## src/rtl/t1emu_sim_pkg.sv

```systemverilog
// Shared simulation-harness types: watchdog FSM states and the status byte
// values polled by the clock generator.
package t1emu_sim_pkg;

    typedef enum logic [1:0] {
        RUN   = 2'd0,
        DRAIN = 2'd1,
        DONE  = 2'd2,
        FAIL  = 2'd3
    } wd_state_e;

    localparam logic [7:0] WD_RUNNING   = 8'd0;
    localparam logic [7:0] WD_SUCCESS   = 8'd255;
    localparam logic [7:0] WD_RETIRE_TO = 8'd1;
    localparam logic [7:0] WD_GLOBAL_TO = 8'd2;
    localparam logic [7:0] WD_DRAIN_TO  = 8'd3;

endpackage

```

## src/rtl/sat_counter.sv

```systemverilog
// Up-counter that sticks at all-ones; clear wins over enable, reset wins over both.
module sat_counter #(
    parameter int W = 64
) (
    input  logic         clock,
    input  logic         reset,
    input  logic         clear,
    input  logic         enable,
    output logic [W-1:0] count
);

    always_ff @(posedge clock) begin
        if (!reset || clear) begin
            count <= '0;
        end else if (enable && (count != {W{1'b1}})) begin
            count <= count + W'(1);
        end
    end

endmodule

```

## src/rtl/retire_watchdog.sv

```systemverilog
// Simulation watchdog: tracks retire activity and completion flags, reports a
// sticky status byte for the clock generator and drives the dump window.
module retire_watchdog
    import t1emu_sim_pkg::*;
#(
    parameter int CNT_W        = 64,
    parameter int DRAIN_CYCLES = 1024
) (
    input  logic             clock,
    input  logic             reset,
    input  logic [CNT_W-1:0] cfg_timeout,
    input  logic [CNT_W-1:0] cfg_global_timeout,
    input  logic [CNT_W-1:0] cfg_dump_start,
    input  logic [CNT_W-1:0] cfg_dump_end,
    input  logic             retire_valid,
    input  logic             dpi_done,
    input  logic             tb_done,
    output logic [7:0]       status,
    output logic [CNT_W-1:0] cycle,
    output logic             dump_active
);

    wd_state_e        state_reg;
    logic [CNT_W-1:0] cfg_timeout_reg;
    logic [CNT_W-1:0] cfg_global_reg;
    logic [CNT_W-1:0] cfg_start_reg;
    logic [CNT_W-1:0] cfg_end_reg;
    logic             dpi_seen_reg;
    logic             tb_seen_reg;

    logic [CNT_W-1:0] idle_cnt;
    logic [CNT_W-1:0] drain_cnt;
    logic [CNT_W-1:0] cycle_next;
    logic             running;
    logic             in_drain;
    logic             dump_next;
    logic             both_done;
    logic             one_done;
    logic             retire_to;
    logic             global_to;
    logic             drain_to;

    assign running  = (state_reg == RUN) || (state_reg == DRAIN);
    assign in_drain = (state_reg == DRAIN);

    sat_counter #(.W(CNT_W)) u_cycle_cnt (
        .clock  (clock),
        .reset  (reset),
        .clear  (1'b0),
        .enable (running),
        .count  (cycle)
    );

    sat_counter #(.W(CNT_W)) u_idle_cnt (
        .clock  (clock),
        .reset  (reset),
        .clear  (retire_valid),
        .enable (running),
        .count  (idle_cnt)
    );

    // Held at zero outside DRAIN so it starts from zero on entry.
    sat_counter #(.W(CNT_W)) u_drain_cnt (
        .clock  (clock),
        .reset  (reset),
        .clear  (!in_drain),
        .enable (in_drain),
        .count  (drain_cnt)
    );

    always_comb begin
        cycle_next = (cycle == {CNT_W{1'b1}}) ? cycle : cycle + CNT_W'(1);
        dump_next  = (cycle_next >= cfg_start_reg) &&
                     ((cfg_end_reg == '0) || (cycle_next < cfg_end_reg));
        both_done  = (dpi_seen_reg | dpi_done) & (tb_seen_reg | tb_done);
        one_done   = dpi_done ^ tb_done;
        // A saturated counter wraps to 0 here, which never matches a nonzero limit.
        retire_to  = (cfg_timeout_reg != '0) && !retire_valid &&
                     ((idle_cnt + CNT_W'(1)) == cfg_timeout_reg);
        global_to  = (cfg_global_reg != '0) &&
                     ((cycle + CNT_W'(1)) == cfg_global_reg);
        drain_to   = in_drain && ((drain_cnt + CNT_W'(1)) == CNT_W'(DRAIN_CYCLES));
    end

    always_ff @(posedge clock) begin
        if (!reset) begin
            state_reg       <= RUN;
            status          <= WD_RUNNING;
            dump_active     <= (cfg_dump_start == '0);
            cfg_timeout_reg <= cfg_timeout;
            cfg_global_reg  <= cfg_global_timeout;
            cfg_start_reg   <= cfg_dump_start;
            cfg_end_reg     <= cfg_dump_end;
            dpi_seen_reg    <= 1'b0;
            tb_seen_reg     <= 1'b0;
        end else if (running) begin
            dump_active  <= dump_next;
            dpi_seen_reg <= dpi_seen_reg | dpi_done;
            tb_seen_reg  <= tb_seen_reg | tb_done;
            if (both_done) begin
                state_reg <= DONE;
                status    <= WD_SUCCESS;
            end else if (retire_to) begin
                state_reg <= FAIL;
                status    <= WD_RETIRE_TO;
            end else if (global_to) begin
                state_reg <= FAIL;
                status    <= WD_GLOBAL_TO;
            end else if (drain_to) begin
                state_reg <= FAIL;
                status    <= WD_DRAIN_TO;
            end else if ((state_reg == RUN) && one_done) begin
                state_reg <= DRAIN;
            end
        end
    end

endmodule

```

## config.mk

```make
export PLATFORM = sky130hd
export DESIGN_NAME = retire_watchdog
export DESIGN_NICKNAME = d
export VERILOG_FILES = /design/src/rtl/t1emu_sim_pkg.sv /design/src/rtl/sat_counter.sv /design/src/rtl/retire_watchdog.sv
export SDC_FILE = /design/constraint.sdc
export NUM_CORES = 1
export LEC_CHECK = 0
export ABC_AREA = 1
export BUFFER_PORTS_ARGS = -buffer_cell sky130_fd_sc_hd__buf_2
export CAP_MARGIN = 20
export CORE_MARGIN = 2
export CORE_UTILIZATION = 55
export CTS_BUF_LIST = sky130_fd_sc_hd__clkbuf_4
export DETAILED_ROUTE_END_ITERATION = 6
export PLACE_DENSITY = 0.77
export SLEW_MARGIN = 15
export SYNTH_ARGS = -nofsm -noshare
export SYNTH_HDL_FRONTEND = slang
export SYNTH_SLANG_ARGS = --single-unit
```

## constraint.sdc

```tcl
create_clock -name clock -period 10.45 [get_ports clock]
set_input_delay 2.09 -clock clock [delete_from_list [all_inputs] [get_ports clock]]
set_output_delay 2.09 -clock clock [all_outputs]
set_load 0.005 [all_outputs]
```

# --- After elaboration in Yosys (flattened, before gate mapping) ---
# Index checks and enable logic that the tools add are counted.
totals:
  ff_bits: 461
  output_inout_bits: 73
  elab_cells: 67
op_classes:
  magnitude_cmp: 2
  muxes: 12
  reduce_logical: 25
  n_addsub: 3
  bitwise_logic: 4
  eq_ne: 9
ops:
  columns: ["cell", "count"]
  rows:
  - ["64-bit by 1-bit adder with 64-bit output (second input constant)", 3]
  - ["64-bit != test (second input constant)", 3]
  - ["64-bit == test", 2]
  - ["64-bit logical NOT", 2]
  - ["64-bit nonzero test", 2]
  - ["64-bit by 11-bit == test with 1-bit output (second input constant)", 1]
  - ["64-bit == test (second input constant)", 1]
  - ["64-bit >= comparator", 1]
  - ["64-bit less-than comparator", 1]
  - ["64-bit two-way mux", 1]
  - ["8-bit two-way mux", 4]
  - ["2-bit two-way mux", 5]
  - ["1-bit logical AND", 9]
  - ["5-bit nonzero test", 1]
  - ["1-bit logical OR", 4]
  - ["2-bit AND reduction", 2]
  - ["4-bit nonzero test", 1]
  - ["1-bit logical NOT", 3]
  - ["2-bit by 1-bit == test with 1-bit output (second input constant)", 1]
  - ["2-bit logical NOT", 1]
  - ["1-bit two-way mux", 2]
  - ["2-bit by 1-bit != test with 1-bit output (second input constant)", 1]
  - ["1-bit OR", 2]
  - ["1-bit bitwise AND", 1]
  - ["1-bit bitwise XOR", 1]

# --- Logic depth before layout (Yosys ltp) ---
logic_depth:
  word_depth: 7
  mapped_depth: 26
  ltp_nobuf: 26

# --- Modules after synthesis ---
# From an unflattened synthesis, not the netlist that was laid out.
hier_totals:
  hier_cells: 5454
  area_unflattened_um2: 34588.2
modules_own_cells:
  columns: ["mod", "instances", "seq_area_each_um2", "cells_per_inst", "area_each_um2"]
  rows:
  - ["retire_watchdog", 1, 7857.5, 3216, 22047.4]
  - ["sat_counter", 3, 1281.2, 746, 4180.3]

# --- Least setup slack after synthesis ---
# Ideal clock, no wire load.
synth_path:
  kind: "input to register"
  start: "input reset"
  end: "register cfg_end_reg[0], enable pin"
  arrival_ps: 9323
  slack_ps: 407
  setup_time_ps: 720
  cell_stages: 2
  n_path_buf: 1
  cell_sequence: "clkinv_1 > clkbuf_1"
synth_lines:
  columns: ["element", "line", "source"]
  rows:
  - ["start: declaration", "retire_watchdog.sv:10", "input logic reset,"]
  - ["end signal: assignment", "retire_watchdog.sv:93", "cfg_end_reg <= cfg_dump_end;"]
  - ["end: declaration", "retire_watchdog.sv:27", "logic [CNT_W-1:0] cfg_end_reg;"]
# No word-level cell between the ends.

# --- Worst setup path after layout ---
layout_path:
  start: "register u_cycle_cnt.count[0]"
  end: "register dump_active, data pin"
layout_via:
  elab_chain_len: 7
  elab_cells_between_ends: 9
  classes_between: "add/sub (1); order compare (2); eq/ne (1); mux (3); reduce/logical (2)"
layout_lines:
  columns: ["element", "line", "source"]
  rows:
  - ["start: declaration", "sat_counter.sv:9", "output logic [W-1:0] count"]
  - ["start signal: assignment", "sat_counter.sv:16", "count <= count + W'(1);"]
  - ["64-bit by 1-bit adder with 64-bit output or 64-bit == test (tied branches)", "retire_watchdog.sv:72", "cycle_next = (cycle == {CNT_W{1'b1}}) ? cycle : cycle + CNT_W'(1);"]
  - ["64-bit two-way mux (*)", "retire_watchdog.sv:72", null]
  - ["64-bit less-than comparator", "retire_watchdog.sv:74", "((cfg_end_reg == '0) || (cycle_next < cfg_end_reg));"]
  - ["1-bit logical OR", "retire_watchdog.sv:74", null]
  - ["1-bit logical AND (*)", "retire_watchdog.sv:73", "dump_next = (cycle_next >= cfg_start_reg) &&"]
  - ["1-bit two-way mux (*)", "retire_watchdog.sv:96", "end else if (running) begin"]
  - ["1-bit two-way mux (*)", "retire_watchdog.sv:86", "if (!reset) begin"]
  - ["end signal: assignment", "retire_watchdog.sv:89", "dump_active <= (cfg_dump_start == '0);"]
  - ["end signal: assignment", "retire_watchdog.sv:97", "dump_active <= dump_next;"]
  - ["end: declaration", "retire_watchdog.sv:20", "output logic dump_active"]
# Every way passes the cells marked *; elsewhere a longest branch is shown, timed or not. The select of a mux whose other input is x is not followed.
# A chain may end at the register's enable or synchronous reset.

==> results_tabular.tex <==
\begin{tabular}{lr}
\hline
Metric & Value \\
\hline
\multicolumn{2}{l}{\textbf{Status}} \\
\quad Result of the run & complete, no violations \\
\multicolumn{2}{l}{\textbf{Cells and area}} \\
\quad Final core area utilization & a little under two thirds \\
\quad Net total in the final layout & 4,722 \\
\quad Fraction of layout instances using a drive strength above 1 & $\sim$14\% \\
\quad Final std cell area, no fill & around 0.033 mm2 \\
\quad Combined area of the multi-input logic cells & around 0.015 mm2 \\
\quad Area growth from synthesis to final layout & 13.8\% \\
\quad Sequential Area & between 0.01 and 0.015 mm2 \\
\quad Filler Cells Inserted & 4,836 \\
\multicolumn{2}{l}{\textbf{Floorplanning}} \\
\quad Die footprint & around 0.054 mm2 \\
\quad Area of the core & 0.0515 mm2 \\
\quad Number of ports placed on the die boundary & roughly 330 \\
\quad Num rows & between 80 and 90 \\
\quad Horizontal extent of the die & 233 um \\
\quad Overall die height & approximately 230 um \\
\quad Initial core utilization & a little under three fifths \\
\multicolumn{2}{l}{\textbf{Pwr}} \\
\quad Power Internal & between 3000 and 4000 uW \\
\quad Switching portion of total power & 32.2\% \\
\quad Power share of the clock group & a little over a third \\
\quad Leakage power & around 0.015 uW \\
\quad Combinational power share & about 17\% \\
\quad Portion of total power attributed to sequential cells & between 40\% and 50\% \\
\quad Switch Pwr & around 1500 uW \\
\quad Peak supply drop & roughly 120 uV \\
\quad Pwr dens & $\sim$140 mW/mm2 \\
\multicolumn{2}{l}{\textbf{Clock network}} \\
\quad Cells resized by post-CTS repair & 0 \\
\quad Buffer cell driving the clock tree root & clkbuf\_4 \\
\quad Hold\_buf cts & 0 \\
\quad Clock transition at the registers of the reported paths & 0.07 ns \\
\quad Maximum root-to-sink buffer count & 3 \\
\quad Clock insertion delay at the later pin of the skew report & $\sim$0.95 ns \\
\quad Post-CTS Setup Bufs & 0 \\
\quad Deepest level of the CTS H-tree & 3 \\
\quad CTS sink cnt & $\sim$460 \\
\quad CTS tree & yes \\
\quad CTS Buf Count & between 100 and 150 \\
\multicolumn{2}{l}{\textbf{Global route}} \\
\quad Number of antenna violations at the first check in global routing & 5 \\
\quad Global-route wire length before repair & $\sim$150 mm \\
\quad Overflow after GRT & 0 \\
\quad Largest net degree at the start of global routing & $\sim$150 \\
\quad GRT Resource Usage Total & between 30\% and 40\% \\
\quad Vias in the first global route & 26,600 \\
\multicolumn{2}{l}{\textbf{Setup path}} \\
\quad Startpoint type of the worst setup path & flip-flop \\
\quad Endpoint type of the worst setup path & flip-flop \\
\quad Data required time of the critical path & 11.13 ns \\
\quad Cell family contributing the most delay on the critical path & simple AND/OR/NAND/NOR gates \\
\quad Crit path kind & reg -> reg \\
\quad Flop-to-flop setup slack & roughly 5.7 ns \\
\quad Master of the slowest instance on the critical path & dfxtp\_1 \\
\quad Data arrival, critical path & roughly 5.5 ns \\
\quad Largest fanout of any net on the critical path & 64 \\
\quad Worst-path cell chain & ha\_1 > nand2\_2 > nor2\_2 > nand2\_2 > nor2\_4 > nand2\_2 > nor2\_2 > inv\_2 > buf\_4 > nand2\_1 > ha\_1 > a21oi\_1 > nor2\_1 > a211oi\_1 > o221ai\_1 > nand2\_1 > o2111ai\_1 > a31oi\_1 > nand3\_1 > nand2\_1 > inv\_1 > nand2\_1 > nand2\_1 \\
\quad Most common cell type on the critical path & nand2\_1 \\
\quad CP max stage delay & 0.62 ns \\
\quad Buffers \& Inverters on Critical Path & 3 \\
\multicolumn{2}{l}{\textbf{Drt}} \\
\quad Via/cell ratio & $\sim$5.6 \\
\quad Number of design rule violations left after detail routing & 0 \\
\quad Starting DRT DRC Count & around 3,300 \\
\quad Number of nets still failing antenna checks after routing & 0 \\
\quad Wirelength per Cell & 20.1 um \\
\quad Final WL & roughly 100 mm \\
\quad Number of vias after detailed routing & between 20,000 and 30,000 \\
\quad Number of optimization iterations in the first detailed-route pass & 6 \\
\multicolumn{2}{l}{\textbf{Synthesis}} \\
\quad Cells after synthesis & about 3,900 \\
\quad Number of nets in the synthesized netlist & around 4,300 \\
\quad Post-synth design cell area & around 0.029 mm2 \\
\quad Distinct cells, synth & 53 \\
\quad Count leader, synth & nand2\_1 \\
\quad List of most frequent post-synthesis cells & 1,065 x nand2\_1, 545 x nor2\_1, 524 x inv\_1 \\
\quad Biggest area contributors in the synthesized netlist & edfxtp\_1 27\%, nand2\_1 14\%, dfxtp\_1 14\% \\
\quad Top cell type by total area after synthesis & edfxtp\_1 \\
\quad Area fraction of the dominant cell type after synthesis & a little over a quarter \\
\quad Number of enable-type register cells in the synthesized netlist & $\sim$260 \\
\quad Most used DFF post-synth & edfxtp\_1 \\
\quad Average cell area after synthesis & 7.31 um2 \\
\quad Yosys Warn Count & 0 \\
\quad Share of synthesized flip-flops with an asynchronous set or reset & 0\% \\
\quad Share of the yosys chip area belonging to registers & around 41\% \\
\quad Number of flip-flops and latches in the synthesized netlist & 456 \\
\multicolumn{2}{l}{\textbf{Timing}} \\
\quad Final Max Slew Viols & 0 \\
\quad Final Cycle Share & between 40\% and 50\% \\
\quad Count of endpoints failing setup in the final report & 0 \\
\quad Achievable frequency & around 0.21 GHz \\
\quad Setup repair after global routing missed its margin & no \\
\quad Total negative slack & 0 ns \\
\quad Relative slew slack & between 20\% and 30\% \\
\quad Clock Skew & between 0.08 and 0.09 ns \\
\quad Final count of hold timing violations & 0 \\
\quad Final Hold Slack & around 0.48 ns \\
\quad Worst-Margin Slew & 1.06 ns \\
\quad Final Critical Period & between 4 and 5 ns \\
\multicolumn{2}{l}{\textbf{Placement}} \\
\quad Count of input and output buffers & 333 \\
\quad Cell area after placement & between 0.03 and 0.04 mm2 \\
\quad Final HPWL from detailed placement & about 82 mm \\
\quad Final weighted congestion of routability-driven global placement & roughly 1.0 \\
\multicolumn{2}{l}{\textbf{Min path}} \\
\quad Min-delay worst type & reg -> reg \\
\multicolumn{2}{l}{\textbf{Flow run}} \\
\quad Max-capacitance violation count & 0 \\
\hline
\end{tabular}
tightest hold or removal path, delay by kind of cell, from the launching register on:
family | cells | cell delay [ns]
and+or+nand+nor | 2 | 0.12
DFF | 1 | 0.33
layer usage:
metal	vias up	GRT usage (%)	part of all wire, %
li1	13900	-	-
met3	250	9.78	12
met2	1534	56.4	43
met1	13200	51.0	41
met5	-	0	0.026
met4	4	15.3	4.1
area by class of cell:
type	count	share of cell area [%]
clock buffers	161	3.69
well taps	680	2.60
flip-flops and latches	456	35.7
inverters	535	6.16
diodes	5	0.0382
clock inverters	63	1.13
multi-input cells	2877	45.2
repair buffers	342	5.40
placed cells by master, fill, tap and decap left out, types with 7 or more instances in the layout:
| cell type | instances |
|---|---|
| nor2_2 | 27 |
| o21ai_0 | 144 |
| xnor2_1 | 22 |
| a31oi_1 | 17 |
| buf_4 | 7 |
| ha_1 | 131 |
| edfxtp_1 | 257 |
| nor3_1 | 63 |
| nand4_1 | 106 |
| nand2_2 | 19 |
| nor4_1 | 43 |
| nand3b_1 | 42 |
| clkbuf_4 | 161 |
| clkinv_1 | 36 |
| nand3_1 | 277 |
| clkinv_2 | 20 |
| a21oi_1 | 171 |
| o21bai_1 | 15 |
| nor3b_1 | 7 |
| dfxtp_1 | 199 |
| inv_1 | 524 |
| xnor3_1 | 12 |
| inv_2 | 8 |
| xor2_1 | 54 |
| nand2_1 | 1065 |
| nor2_1 | 543 |
| nor2_4 | 21 |
| a211oi_1 | 38 |
| o2111ai_1 | 8 |
| buf_2 | 333 |
cells by family after synthesis:
family,share of synthesized area [%]
simple gates,34.1
fa+ha+maj,5.70
buf+inv,7.92
compound gates,8.06
flops,40.7
xor+xnor,3.50
per-stage QoR:
step / cells / power [uW] / worst slack [ns]
after floorplan: 3933 / 2690 / 0.407
after global placement: 4889 / 2990 / 4.86
after detailed placement: 4889 / 3000 / 4.81
after CTS: 5113 / 4620 / 5.75
after global routing: 5119 / 4840 / 5.34
final: 5119 / 4620 / 5.66
power by group through the flow:
stage | combinational, uW | clock, uW | sequential [uW]
after detailed placement | 765 | 0 | 2240
after floorplan | 500 | 0 | 2190
final | 789 | 1630 | 2210
after global placement | 753 | 0 | 2240
after CTS | 770 | 1650 | 2200
after global routing | 880 | 1740 | 2220
worst paths after layout:
check / start / endpoint / cells past startpoint
max: u_cycle_cnt.count[0]$_SDFFE_PN0P_ / dump_active$_DFFE_PP_ / 23
min: status[1]$_SDFFE_PN0P_ / status[1]$_SDFFE_PN0P_ / 2
max reg2reg: u_cycle_cnt.count[0]$_SDFFE_PN0P_ / dump_active$_DFFE_PP_ / 23
min reg2reg: status[1]$_SDFFE_PN0P_ / status[1]$_SDFFE_PN0P_ / 2
Power figures use the tool's default switching activity.
